File: config.mk
export PLATFORM = sky130hd
export DESIGN_NAME = xs128_stim_gen
export DESIGN_NICKNAME = d
export VERILOG_FILES = /design/src/rtl/xs128_stim_gen.sv
export SDC_FILE = /design/constraint.sdc
export NUM_CORES = 1
export LEC_CHECK = 0
export CORE_MARGIN = 2
export CORE_UTILIZATION = 47
export CTS_BUF_LIST = sky130_fd_sc_hd__clkbuf_2 sky130_fd_sc_hd__clkbuf_4 sky130_fd_sc_hd__clkbuf_8
export DETAILED_ROUTE_END_ITERATION = 7
export GPL_ROUTABILITY_DRIVEN = 0
export PLACE_DENSITY_LB_ADDON = 0.25
export SLEW_MARGIN = 20
export SYNTH_ARGS = -nofsm -noshare
export SYNTH_HDL_FRONTEND = slang
export SYNTH_SLANG_ARGS = --single-unit
File: constraint.sdc
create_clock -name clk -period 3.6 [get_ports clk]
set_clock_uncertainty 0.15 [all_clocks]
set_input_delay 0.72 -clock clk [delete_from_list [all_inputs] [get_ports clk]]
set_output_delay 0.72 -clock clk [all_outputs]
set_load 0.05 [all_outputs]
File: src/rtl/xs128_stim_gen.sv
// xs128_stim_gen: xorshift128+ stimulus generator.
//   Fills a packed LANES x W beat from successive 64-bit PRNG words (one word
//   per cycle while filling) and hands out req_len beats over valid/ready.
// Ports:
//   clk, rst              clock, synchronous active-high reset
//   seed_load/seed_a/_b   load PRNG state (IDLE only; all-zero seed -> state_b=1)
//   req_valid/ready/len   beat-run request, len 0 is a no-op
//   out_valid/ready/data  beat stream, lane 0 in LSBs
//   state_a/state_b       registered PRNG state, for seed-after readback
//   busy                  high while filling or holding a beat
module xs128_stim_gen #(
  parameter int LANES = 4,
  parameter int W     = 16,
  parameter int LEN_W = 8,
  parameter int FOLD  = 0
) (
  input  logic                      clk,
  input  logic                      rst,
  input  logic                      seed_load,
  input  logic [63:0]               seed_a,
  input  logic [63:0]               seed_b,
  input  logic                      req_valid,
  output logic                      req_ready,
  input  logic [LEN_W-1:0]          req_len,
  output logic                      out_valid,
  input  logic                      out_ready,
  output logic [LANES-1:0][W-1:0]   out_data,
  output logic [63:0]               state_a,
  output logic [63:0]               state_b,
  output logic                      busy
);

  localparam int TOT = LANES * W;
  localparam int S   = (TOT + 63) / 64;          // PRNG steps per beat
  localparam int SW  = (S > 1) ? $clog2(S) : 1;

  typedef enum logic [1:0] {IDLE, FILL, HOLD} st_t;

  st_t              st, st_nxt;
  logic [63:0]      sa, sb;
  logic [LEN_W-1:0] rem;
  logic [SW-1:0]    step;
  logic [TOT-1:0]   flat, flat_nxt;
  logic             last_step;

  // xorshift128+ step: s1 = sa, s0 = sb
  logic [63:0] t, nb, word, wout;
  always_comb begin
    t    = sa ^ (sa << 23);
    nb   = t ^ sb ^ (t >> 17) ^ (sb >> 26);
    word = nb + sb;
    wout = (FOLD != 0) ? (word ^ (word >> 32)) : word;
  end

  assign last_step = (step == SW'(S - 1));
  assign req_ready = !rst && (st == IDLE) && !seed_load;
  assign out_valid = (st == HOLD);
  assign busy      = (st != IDLE);
  assign out_data  = flat;
  assign state_a   = sa;
  assign state_b   = sb;

  // Step k owns flattened bits [64k +: 64]; the top segment is truncated.
  for (genvar k = 0; k < S; k++) begin : g_seg
    localparam int LO = 64 * k;
    localparam int N  = ((TOT - LO) < 64) ? (TOT - LO) : 64;
    assign flat_nxt[LO +: N] = (st == FILL && step == SW'(k)) ? wout[N-1:0]
                                                             : flat[LO +: N];
  end

  always_ff @(posedge clk) begin
    if (rst) st <= IDLE;
    else     st <= st_nxt;
  end

  always_comb begin
    st_nxt = st;
    case (st)
      IDLE: if (req_valid && req_ready && req_len != '0) st_nxt = FILL;
      FILL: if (last_step) st_nxt = HOLD;
      HOLD: if (out_ready) st_nxt = (rem == LEN_W'(1)) ? IDLE : FILL;
      default: st_nxt = IDLE;
    endcase
  end

  always_ff @(posedge clk) begin
    if (rst) begin
      sa   <= 64'h1;
      sb   <= 64'h2;
      rem  <= '0;
      step <= '0;
      flat <= '0;
    end else begin
      flat <= flat_nxt;
      case (st)
        IDLE: begin
          step <= '0;
          if (seed_load) begin
            sa <= seed_a;
            // all-zero state is a fixed point of xorshift
            sb <= (seed_a == 64'h0 && seed_b == 64'h0) ? 64'h1 : seed_b;
          end else if (req_valid && req_len != '0) begin
            rem <= req_len;
          end
        end
        FILL: begin
          sa   <= sb;
          sb   <= nb;
          step <= last_step ? '0 : step + SW'(1);
        end
        HOLD: if (out_ready) rem <= rem - LEN_W'(1);
        default: ;
      endcase
    end
  end

endmodule

==> flow_metrics.tcl <==
set metrics [dict create \
    status "finished, violations left" \
    violations "DRC, setup timing" \
    yosysSeqAreaShare_pct 28.5 \
    first_iter_violations 2943 \
    syn-cell-area_mm2 0.0142 \
    yosys.area_share.simple_pct 20.8 \
    postSynthCellCount 1857 \
    tightest_slew_ns 1.22 \
    yosys.area_share.xor_xnor_pct 14.5 \
    clk_path_buf_depth 3 \
    final_cells 2904 \
    ys_warn_count 0 \
    dr.pass1.iters 8 \
    synth_fa_ha_area_share_pct 6.32 \
    rsz0062_at_grt "true" \
    grt_pass1_wl_um 102000 \
    leakagePower_nw 8.82 \
    syn_avg_cell_area_um2 7.64 \
    async_reset_ff_share_pct 0 \
    peakVddDrop_mv 0.307 \
    synth_edf_count 0 \
    hold_violations 0 \
    wl_per_cell_um 25.3 \
    synth_area_leaders "dfxtp_1, xnor2_1, nand2_1, ha_1, a21oi_1" \
    fin_crit_sh_pct 114 \
    cts_made_buffers 37 \
    grt_usage_pct 42.6 \
    synth_fp_nets 2069 \
    clock_latency_ns 0.58 \
    dieArea_mm2 0.0316 \
    die_w_um 178 \
    cts.clk_slew.worst_paths_ns 0.07 \
    worstPathRequired_ns 3.89 \
    setup_viol 40 \
    synth_top_family_by_area "compound AO/OA/AOI/OAI gates" \
    grt_max_degree 77 \
    core_area_mm2 0.0296 \
    post-route-util_pct 74.6 \
    placed_cells 2809 \
    wl_um 73400 \
    io_pins 336 \
    die_h_um 178 \
    cp.arrival_ns 4.38 \
    ys_ff_latch 202 \
    fin_ws_ns -0.489 \
    ant_nets 0 \
    cp-start-kind "flip-flop" \
    layout_min_cycle_time_ns 4.09 \
    antenna_found_initial 2 \
    gr-total-overflow 0 \
    slew_headroom_pct 18.1 \
    route.detailed.drc 8 \
    drive_gt1_share_pct 24.4 \
    final_common_cell "buf_4" \
    holdWs_ns 0.297 \
    slew_violations 0 \
    netlist.area_leader.share_pct 28.5 \
    synth_compound_area_share_pct 24.6 \
    avgViaCountPerCell 6.48 \
    portBuffers 335 \
    hold_path.class "flip-flop to flip-flop" \
    nets 2702 \
    syn2layout_area_growth_pct 55.9 \
    yosysTopAreaCell "dfxtp_1" \
    grt_pass1_vias 17368 \
    fillers 2064 \
    crit_path_max_fanout 3 \
    cts.sinks 202 \
    synth-main-ff-cell "dfxtp_1" \
    floorplan.initialDensity_pct 47.9 \
    layout_common_cells "buf_4, clkdlybuf4s50_1, nand2_1" \
    vias 18825 \
    maxCapViolCount 0 \
    h-tree-depth 2 \
    cts_root_buffer "clkbuf_8" \
    num_rows 63 \
    fmax_ghz 0.245 \
    worst_setup_path_end_kind "flip-flop" \
    cts_tree "built" \
    worstSetupPathType "flip-flop to flip-flop" \
    place.detailed.hpwl_um 52900 \
    synthMuxAreaShare_pct 1.24 \
    powerDensity_mw_per_mm2 581 \
    synth_cell_types 84 \
]
-- kinds of logic after synthesis --
group	after synthesis
AND/OR/NAND/NOR	673
AO/OA/AOI/OAI	517
XOR/XNOR	235
flip-flops	202
buffers and inverters	142
adder cells (fa/ha/maj)	71
multiplexers	17
-- routing by layer --
layer	GRT usage, %	share of wire (%)	wire length [um]
met5	0	0	0
met4	32.1	9.7	7110
met3	12.7	15	10900
met2	63.4	42	30500
met1	51.5	34	24800
-- final cells by class --
| cell class | instances | area [um^2] | area share (%) |
|---|---|---|---|
| multi-input cells | 1513 | 10500 | 47.3 |
| repair buffers | 705 | 6210 | 28.1 |
| flip-flops and latches | 202 | 4100 | 18.5 |
| clock buffers | 55 | 694 | 3.14 |
| well taps | 390 | 488 | 2.21 |
| inverters | 31 | 116 | 0.526 |
| clock inverters | 6 | 33.8 | 0.153 |
| diodes | 2 | 5.00 | 0.0226 |
-- flip-flops by register name, summed over array words and instances, names as in the netlist --
name	flops
rem	8
st	2
out_data	64
state_b	64
state_a	64
-- path summary, 6_finish.rpt --
kind	slack (ns)	endpoint	depth (start not counted)	startpoint
worst max-delay path	-0.49	out_data[56]	14	state_a[1]
worst min-delay path	0.30	out_data[33]	2	out_data[33]
worst max register to register	-0.49	out_data[56]	14	state_a[1]
worst min register to register	0.30	out_data[33]	2	out_data[33]
-- synthesized netlist by cell type, drive strengths merged, types with 9 or more instances --
| cell type | instances |
|---|---|
| mux2i | 16 |
| o21a | 15 |
| dfxtp | 202 |
| xnor2 | 189 |
| nand2 | 322 |
| a311oi | 63 |
| a22oi | 48 |
| inv | 30 |
| nor2 | 168 |
| and3 | 9 |
| ha | 70 |
| a31oi | 11 |
| o21ai | 71 |
| nand4 | 31 |
| nor4 | 46 |
| or3 | 12 |
| nor3 | 24 |
| nand3 | 27 |
| buf | 19 |
| a211oi | 18 |
| o31ai | 9 |
| a221oi | 17 |
| a21o | 27 |
| clkbuf | 91 |
| a21oi | 173 |
| xor2 | 46 |
-- what timing repair did --
action                                 CTS  global route
hold buffers                             0             0
buffers inserted                        11            22
gates resized for setup                 77           100
setup endpoints to repair               34            36
pin swaps                               20            40
endpoints found under the hold margin    0             0
-- where the power goes --
part | internal, mW | switching, mW
Sequential | 2.46 | 0.259
Clock | 1.23 | 1.07
Combinational | 3.36 | 4.47
Total | 7.05 | 5.80
-- critical path: stages, from the launching register on --
cell       delay [ns]
dfxtp_2          0.33
buf_4            0.15
xnor2_2          0.50
xnor2_1          0.22
buf_4            0.18
fa_2             0.37
nor2b_2          0.15
o31a_1           0.26
o21ai_2          0.11
a211oi_2         0.35
o21ai_4          0.13
a2111oi_4        0.45
nor2_2           0.14
and3_4           0.20
o31a_1           0.28
-- through the flow --
stage	total power, mW	cell area [um^2]	TNS, ns	setup WS, ns
6_report	12.9	22100	-8.38	-0.489
3_5_place_dp	9.60	20200	-5.56	-0.406
5_1_grt	13.2	22100	-11.25	-0.508
2_1_floorplan	6.61	14200	0	0.00373
4_1_cts	12.1	21500	-0.0456	-0.0234
3_3_place_gp	9.48	20200	-4.01	-0.348
(Power assumes the default switching activity.)
